## src/rtl/lifo_burst_reader.sv

```systemverilog
// -----------------------------------------------------------------------------
// lifo_burst_reader
//
// Consumer stage for the lifo block. After a start pulse it pops a burst of
// up to MAX_BURST entries from the lifo read port and presents them, in pop
// order (newest first), on a valid/ready output stream. A 2-entry skid buffer
// absorbs the lifo read latency so that a continuously ready consumer sees one
// transfer per cycle. If the lifo stays empty for TIMEOUT consecutive cycles
// mid-burst, the burst is aborted and the sticky underrun flag is raised.
//
// Optional build macro: LIFO_BURST_READER_FWFT_EN
//   defined   : lifo built in FWFT mode, r_data valid in the same cycle as
//               r_req and captured on that edge (1-cycle initial latency).
//   undefined : r_data valid the cycle after r_req (2-cycle initial latency).
//
// Ports:
//   clk200     in   system clock, rising edge
//   nrst       in   synchronous active-low reset
//   start      in   one-cycle pulse, latches burst_len (ignored while busy)
//   burst_len  in   entries to pop, clamped to MAX_BURST
//   r_req      out  lifo pop request (combinational from empty/out_ready)
//   r_data     in   lifo read data
//   empty      in   lifo empty flag
//   out_data   out  stream data (skid buffer head)
//   out_valid  out  stream valid
//   out_ready  in   stream ready
//   busy       out  burst in progress
//   done       out  one-cycle pulse at burst end
//   underrun   out  sticky timeout-abort flag
// -----------------------------------------------------------------------------
module lifo_burst_reader #(
  parameter int DATA_W    = 16,
  parameter int MAX_BURST = 8,
  parameter int TIMEOUT   = 16,
  parameter int CNT_W     = $clog2(MAX_BURST + 1)
) (
  input  logic              clk200,
  input  logic              nrst,
  input  logic              start,
  input  logic [CNT_W-1:0]  burst_len,
  output logic              r_req,
  input  logic [DATA_W-1:0] r_data,
  input  logic              empty,
  output logic [DATA_W-1:0] out_data,
  output logic              out_valid,
  input  logic              out_ready,
  output logic              busy,
  output logic              done,
  output logic              underrun
);

  localparam int               TMO_W   = $clog2(TIMEOUT + 1);
  localparam logic [CNT_W-1:0] MAX_LEN = CNT_W'(MAX_BURST);
  localparam logic [TMO_W-1:0] TMO_END = TMO_W'(TIMEOUT - 1);

  typedef enum logic [1:0] {
    S_IDLE,
    S_RUN,
    S_FLUSH,
    S_DONE
  } state_t;

  state_t r_state;
  state_t w_state_nxt;

  logic [CNT_W-1:0]  r_len;
  logic [CNT_W-1:0]  r_issued;
  logic [CNT_W-1:0]  r_delivered;
  logic [TMO_W-1:0]  r_tmo;
  logic              r_underrun;
  logic [DATA_W-1:0] r_buf0;
  logic [DATA_W-1:0] r_buf1;
  logic [1:0]        r_occ;

  logic              w_req;
  logic              w_start_acc;
  logic              w_tmo_hit;
  logic              w_pop;
  logic              w_push;
  logic              w_inflight;
  logic [2:0]        w_level;
  logic              w_room;
  logic [CNT_W-1:0]  w_len_clamped;

  // ---------------------------------------------------------------------------
  // Read-latency handling
  // ---------------------------------------------------------------------------
`ifdef LIFO_BURST_READER_FWFT_EN
  // Data arrives with the request, so nothing is ever outstanding.
  assign w_inflight = 1'b0;
  assign w_push     = w_req;
`else
  logic r_inflight;

  always_ff @(posedge clk200) begin
    if (!nrst) begin
      // Clearing this drops any read returning after a mid-burst reset.
      r_inflight <= 1'b0;
    end else begin
      r_inflight <= w_req;
    end
  end

  assign w_inflight = r_inflight;
  assign w_push     = r_inflight;
`endif

  assign w_pop = (r_occ != 2'd0) && out_ready;

  // Occupancy the skid buffer will have once the outstanding read lands and
  // this cycle's transfer leaves; a new request is allowed only if that
  // leaves a free slot for its data.
  assign w_level = {1'b0, r_occ} + {2'b00, w_inflight} - {2'b00, w_pop};
  assign w_room  = (w_level < 3'd2);

  assign w_len_clamped = (burst_len > MAX_LEN) ? MAX_LEN : burst_len;

  // ---------------------------------------------------------------------------
  // Control FSM: next state and pop request
  // ---------------------------------------------------------------------------
  always_comb begin
    w_state_nxt = r_state;
    w_req       = 1'b0;
    w_start_acc = 1'b0;
    w_tmo_hit   = 1'b0;

    unique case (r_state)
      S_IDLE: begin
        if (start) begin
          w_start_acc = 1'b1;
          w_state_nxt = (w_len_clamped == '0) ? S_DONE : S_RUN;
        end
      end

      S_RUN: begin
        w_req = (r_issued < r_len) && !empty && w_room;
        if (r_issued == r_len) begin
          w_state_nxt = S_FLUSH;
        end else if (empty && (r_tmo == TMO_END)) begin
          // This empty cycle is the TIMEOUT-th in a row.
          w_tmo_hit   = 1'b1;
          w_state_nxt = S_FLUSH;
        end
      end

      S_FLUSH: begin
        if (!w_inflight && (r_occ == 2'd0)) begin
          w_state_nxt = S_DONE;
        end
      end

      S_DONE: begin
        w_state_nxt = S_IDLE;
      end

      default: begin
        w_state_nxt = S_IDLE;
      end
    endcase
  end

  // ---------------------------------------------------------------------------
  // State, burst counters and underrun flag
  // ---------------------------------------------------------------------------
  always_ff @(posedge clk200) begin
    if (!nrst) begin
      r_state     <= S_IDLE;
      r_len       <= '0;
      r_issued    <= '0;
      r_delivered <= '0;
      r_tmo       <= '0;
      r_underrun  <= 1'b0;
    end else begin
      r_state <= w_state_nxt;
      if (w_start_acc) begin
        r_len       <= w_len_clamped;
        r_issued    <= '0;
        r_delivered <= '0;
        r_tmo       <= '0;
        r_underrun  <= 1'b0;
      end else begin
        if (w_req) begin
          r_issued <= r_issued + CNT_W'(1);
          r_tmo    <= '0;
        end else if ((r_state == S_RUN) && empty && (r_issued < r_len)) begin
          r_tmo <= r_tmo + TMO_W'(1);
        end
        if (w_pop) begin
          r_delivered <= r_delivered + CNT_W'(1);
        end
        if (w_tmo_hit) begin
          r_underrun <= 1'b1;
        end
      end
    end
  end

  // ---------------------------------------------------------------------------
  // 2-entry skid buffer, FIFO ordered, r_buf0 is the head
  // ---------------------------------------------------------------------------
  always_ff @(posedge clk200) begin
    if (!nrst) begin
      r_buf0 <= '0;
      r_buf1 <= '0;
      r_occ  <= 2'd0;
    end else begin
      unique case ({w_push, w_pop})
        2'b10: begin
          if (r_occ == 2'd0) begin
            r_buf0 <= r_data;
          end else begin
            r_buf1 <= r_data;
          end
          r_occ <= r_occ + 2'd1;
        end
        2'b01: begin
          r_buf0 <= r_buf1;
          r_occ  <= r_occ - 2'd1;
        end
        2'b11: begin
          // Pop implies at least one entry; occupancy is unchanged.
          if (r_occ == 2'd1) begin
            r_buf0 <= r_data;
          end else begin
            r_buf0 <= r_buf1;
            r_buf1 <= r_data;
          end
        end
        default: begin
        end
      endcase
    end
  end

  // ---------------------------------------------------------------------------
  // Outputs
  // ---------------------------------------------------------------------------
  assign r_req     = w_req;
  assign out_valid = (r_occ != 2'd0);
  assign out_data  = r_buf0;
  assign busy      = (r_state == S_RUN) || (r_state == S_FLUSH);
  assign done      = (r_state == S_DONE);
  assign underrun  = r_underrun;

endmodule

```

## config.mk

```make
export PLATFORM = sky130hd
export DESIGN_NAME = lifo_burst_reader
export DESIGN_NICKNAME = d
export VERILOG_FILES = /design/src/rtl/lifo_burst_reader.sv
export SDC_FILE = /design/constraint.sdc
export NUM_CORES = 1
export LEC_CHECK = 0
export CELL_PAD_IN_SITES_DETAIL_PLACEMENT = 0
export CELL_PAD_IN_SITES_GLOBAL_PLACEMENT = 1
export CORE_MARGIN = 2
export CORE_UTILIZATION = 42
export DETAILED_ROUTE_END_ITERATION = 10
export GPL_TIMING_DRIVEN = 0
export PLACE_DENSITY = 0.87
export RECOVER_POWER = 50
export SLEW_MARGIN = 25
export SYNTH_ARGS = -nofsm -noshare
export SYNTH_HDL_FRONTEND = slang
export SYNTH_SLANG_ARGS = --single-unit
```

## constraint.sdc

```tcl
create_clock -name clk200 -period 6.35 [get_ports clk200]
set_clock_uncertainty 0.05 [all_clocks]
set_input_delay 1.27 -clock clk200 [delete_from_list [all_inputs] [get_ports clk200]]
set_output_delay 1.27 -clock clk200 [all_outputs]
set_load 0.03 [all_outputs]
```

---- Word level (Yosys, flattened, before mapping) ----
Index checks and enable logic that the tools add are counted.
operators by class
  reduce and logical (&&, ||, !) cells .... 22
  magnitude comparators ................... 3
  eq/ne operators ......................... 15
  add/subtract/negate cells ............... 6
  bitwise operators ....................... 1
  multiplexer cells ....................... 20
operator list
  cell                                                        number
  2-to-1 mux 16 bit                                           4
  one-hot mux 16 bit (3 select lines)                         1
  one-hot mux 16 bit (2 select lines)                         1
  2-to-1 mux 2 bit                                            5
  != test 2 bit, second input constant                        5
  == test 2 bit, second input constant                        4
  one-hot mux 2 bit (4 select lines)                          1
  logical AND 1 bit                                           7
  == test 2 x 1 -> 1 bit, second input constant               3
  2-to-1 mux 1 bit                                            6
  AND reduction 3 bit                                         2
  nonzero test 2 bit                                          3
  adder 5 x 1 -> 5 bit, second input constant                 1
  == test 5 x 4 -> 1 bit, second input constant               1
  adder 4 x 1 -> 4 bit, second input constant                 1
  == test 4 bit                                               1
  greater-than comparator 4 bit, second input constant        1
  zero test 2 bit                                             2
  zero test 4 bit                                             1
  less-than comparator 4 bit                                  1
  2-to-1 mux 4 bit                                            1
  one-hot mux 2 bit (2 select lines)                          1
  adder 2 x 1 -> 3 bit                                        1
  less-than comparator 3 x 2 -> 1 bit, second input constant  1
  11 further kinds                                            12
storage, ports and cells
  output and inout port bits .............. 21
  input bits .............................. 25
  word-level logic and storage cells ...... 76
  flip-flop bits (word level) ............. 51

---- Logic depth before layout (Yosys ltp) ----
  depth in word-level cells ............... 7
  gate-level depth with buffers ........... 11
  depth with buffers taken out ............ 10

---- Worst setup path after synthesis ----
No wires, ideal clock.
  path type ............................... input port to output port
  start point ............................. in out_ready
  end point ............................... out r_req
  cell stages on the path ................. 7
  path buffers ............................ 0
  slack ................................... 1.829 ns
  required time ........................... 5.030 ns
  arrival time ............................ 3.201 ns
  path through ............................ nor2b_1 > ha_1 > nand2b_1 > fa_1 > and4bb_1 > nand2_1 > nor2_1
on the way
  longest elaborated chain between the ends .. 5
ends and longest elaborated chain
  what                                 line  text
  from (decl)                          46    input logic out_ready,
  logical AND 1 bit                    108   assign w_pop = (r_occ != 2'd0) && out_ready;
  subtractor 3 x 1 -> 3 bit            113   assign w_level = {1'b0, r_occ} + {2'b00, w_inflight} - {2'b00, w_pop};
  less-than comparator 3 x 2 -> 1 bit  114   assign w_room = (w_level < 3'd2);
  logical AND 1 bit                    136   w_req = (r_issued < r_len) && !empty && w_room;
  2-to-1 mux 1 bit                     127   unique case (r_state)
  to (decl)                            41    output logic r_req,
No other way between the ends.

---- Final worst setup path ----
Same ends and word-level chain as after synthesis.

==> results <==
[worst register-to-register path: stages, from the launching register on]
cell and delay (ns):
dfxtp_1 0.40, inv_1 0.10, ha_1 0.27, nor2b_1 0.33, ha_1 0.34, nand2b_1 0.18, fa_1 0.48, and4bb_1 0.21
nand2_1 0.15, o21ai_0 0.56, a21oi_1 0.09
[cell families (layout without fill, tap and decap cells)]
kind of cell / after synthesis / after routing
XOR/XNOR: 3 / 3
AND/OR/NAND/NOR: 93 / 93
buffers and inverters: 26 / 79
multiplexers: 18 / 18
AO/OA/AOI/OAI: 53 / 53
flip-flops: 51 / 51
adder cells (fa/ha/maj): 18 / 18
[where the power goes]
group | total (mW) | internal, mW | switching (mW) | leakage [nW]
clock | 0.187 | 0.0794 | 0.108 | 0.0454
combinational | 0.595 | 0.227 | 0.367 | 0.694
sequential | 0.424 | 0.384 | 0.0402 | 0.413
total | 1.21 | 0.691 | 0.515 | 1.15
[flip-flops by register name, indices dropped and copies added (netlist names)]
signal	flops
underrun	1
r_issued	4
r_buf1	16
r_tmo	5
r_state	2
r_len	4
r_inflight	1
out_data	16
r_occ	2
[metal layers]
layer	up-vias	track usage (%)
met2	34	29.7
met1	950	22.5
li1	1041	-
met3	2	4.98
met5	-	0
met4	0	4.48
[cells in the final DEF, fill, tap and decap left out, drive strengths merged, types with 2 or more instances in the layout]
cell,count
dfxtp,51
nor2,40
clkdlybuf4s50,24
dlygate4sd3,21
mux2i,18
nor3,17
a21oi,17
ha,17
a221oi,16
inv,14
clkbuf,13
nand2,8
nand3,7
o21ai,7
o31ai,4
buf,4
nand2b,3
or4,3
nor3b,3
nor2b,3
clkinv,3
a311oi,2
or3,2
a21o,2
xor2,2
[synth_stat cells (all sizes together)]
| master | n |
|---|---|
| dfxtp | 51 |
| nor2 | 40 |
| mux2i | 18 |
| a21oi | 17 |
| ha | 17 |
| nor3 | 17 |
| a221oi | 16 |
| inv | 14 |
| nand2 | 8 |
| nand3 | 7 |
| o21ai | 7 |
| clkbuf | 6 |
| buf | 5 |
| o31ai | 4 |
| nand2b | 3 |
| nor2b | 3 |
| nor3b | 3 |
| or4 | 3 |
| a21o | 2 |
| a311oi | 2 |
| or3 | 2 |
| xor2 | 2 |
| a211oi | 1 |
| a41oi | 1 |
| and2 | 1 |
| and3 | 1 |
| and4bb | 1 |
| clkinv | 1 |
| fa | 1 |
| nand3b | 1 |
| nand4 | 1 |
| nor4 | 1 |
| o211a | 1 |
| o21a | 1 |
| o31a | 1 |
| or3b | 1 |
| xnor2 | 1 |
[worst min-delay path by stage]
stage	from	end	slack (ns)	cells after the start
4_1_cts	r_len[3]	r_len[3]	0.41	2
3_3_place_gp	r_len[3]	r_len[3]	0.40	2
3_5_place_dp	r_len[3]	r_len[3]	0.40	2
2_1_floorplan	r_len[3]	r_len[3]	0.39	2
5_1_grt	r_len[3]	r_len[3]	0.47	2
6_report	r_len[3]	r_len[3]	0.41	2
[area by class of cell]
class                   instances  area (um^2)
multi-input cells             185         1260
well taps                      72         90.1
fillers                       511         2490
flip-flops and latches         51         1020
repair buffers                 45          450
clock inverters                 2         17.5
inverters                      15         56.3
plain buffers                  11         48.8
clock buffers                   6         72.6
==> results.json <==
{
  "grt_antenna_before_repair": 0,
  "tritoncts": "built",
  "root_buffer": "clkbuf_8",
  "r2r_setup_slack_ns": 3.06,
  "cts_setup_buffers": 0,
  "setup_viol": 0,
  "r2r.worst_path.cells": 10,
  "grt_usage_pct": 17.7,
  "place_area_mm2": 0.00293,
  "die_w_um": 79.4,
  "max-vdd-ir-drop_mv": 0.258,
  "drt_iter0_drc": 53,
  "setup_tns_ns": 0,
  "p_leak_nw": 1.15,
  "synthXorXnorAreaFrac_pct": 1.10,
  "portBuffers": 45,
  "hold_violations": 0,
  "final_util_pct": 54.8,
  "stdcell_area_mm2": 0.00302,
  "postCtsHoldBufs": 0,
  "drc_errors": 0,
  "crit_family": "buffers and inverters",
  "rr_startpoint": "r_occ[1]",
  "min_period_ns": 5.57,
  "clkLatencyLatePin_ns": 0.30,
  "final_antenna_net_count": 0,
  "syn_to_final_growth_pct": 26.3,
  "finalWirelength_um": 5250,
  "synth_top_family_by_area": "simple AND/OR/NAND/NOR gates",
  "first_pass_iters": 4,
  "antennaDiodeCount": 0,
  "maxCapViolCount": 0,
  "drv_slew": 0,
  "core_area_mm2": 0.00551,
  "io-pin-count": 46,
  "route.vias.total": 2027,
  "synthMuxAreaShare_pct": 7.54,
  "path_class": "primary input to primary output",
  "top_layer": "met4",
  "cp.required_ns": 5.03,
  "htreeDepth": 2,
  "cp.depth": 9,
  "grt-ovfl-total": 0,
  "grt_pass1_vias": 2008,
  "reg2reg_to": "r_tmo[3]",
  "grt_max_degree": 17,
  "cp_max_fo": 7,
  "power_mw": 1.21,
  "wire_per_inst_um": 13.6,
  "routabilityCongestion": 0.783,
  "dpl.cell_count": 379,
  "critPathLaunchType": "primary input",
  "slowest_stage": "clkdlybuf4s50_1",
  "path_cells": "dlygate4sd3_1 > nor2b_1 > ha_1 > nand2b_1 > fa_1 > and4bb_1 > nand2_1 > nor2_1 > clkdlybuf4s50_1",
  "endpoint": "r_req",
  "avgSynthCellArea_um2": 9.12,
  "m1WireLength_um": 2470,
  "max_stage_delay_ns": 0.67,
  "nets": 357,
  "stdcell_count": 387,
  "syn_area_mm2": 0.00239,
  "yosys_warnings": 0,
  "rows": 27,
  "whs_ns": 0.414,
  "arrival_ns": 4.25,
  "synth_nets": 305,
  "netlist_instances": 262,
  "place_ws_ns": 0.835,
  "place_hpwl_um": 3820,
  "power.density_mw_per_mm2": 400,
  "fp.dieArea_mm2": 0.00631,
  "tightest_slew_ns": 0.829,
  "synth_top_area_share_pct": 42.7,
  "synth.area.top_cells": "dfxtp_1 (43%), ha_1 (8.9%), mux2i_1 (7.5%)",
  "min_period_over_period_pct": 87.8,
  "dr_wl_met3_um": 247,
  "synthDistinctLibCells": 40,
  "fmax_mhz": 179,
  "cp-end-kind": "primary output",
  "ctsResizeCount": 0,
  "initial_core_util_pct": 43.4,
  "synth_seq_cells": 51,
  "critPathLaunch": "out_ready",
  "outcome": "completed",
  "worst-path-buf-inv": 2,
  "fin_ws_ns": 0.776,
  "cts_buffer_depth": 2,
  "clk_pin_slew_ns": 0.09,
  "numCtsBuffers": 5,
  "drive_gt1_share_pct": 4.13,
  "clock-sinks": 51,
  "die_height_um": 79.4,
  "slew_headroom_pct": 44.1,
  "synth_compound_area_share_pct": 15.3,
  "grt_setup_unrepaired": "no",
  "vias_per_cell": 5.24,
  "synth_seq_area_share_pct": 42.7,
  "grt_pass1_wl_um": 8940,
  "worstHoldPathType": "flip-flop to flip-flop",
  "synthSimpleGateAreaFrac_pct": 19.1,
  "synthAdderAreaFrac_pct": 9.74,
  "wl_met2_um": 2520,
  "yosysTopAreaCell": "dfxtp_1"
}
Power figures use the tool's default switching activity.
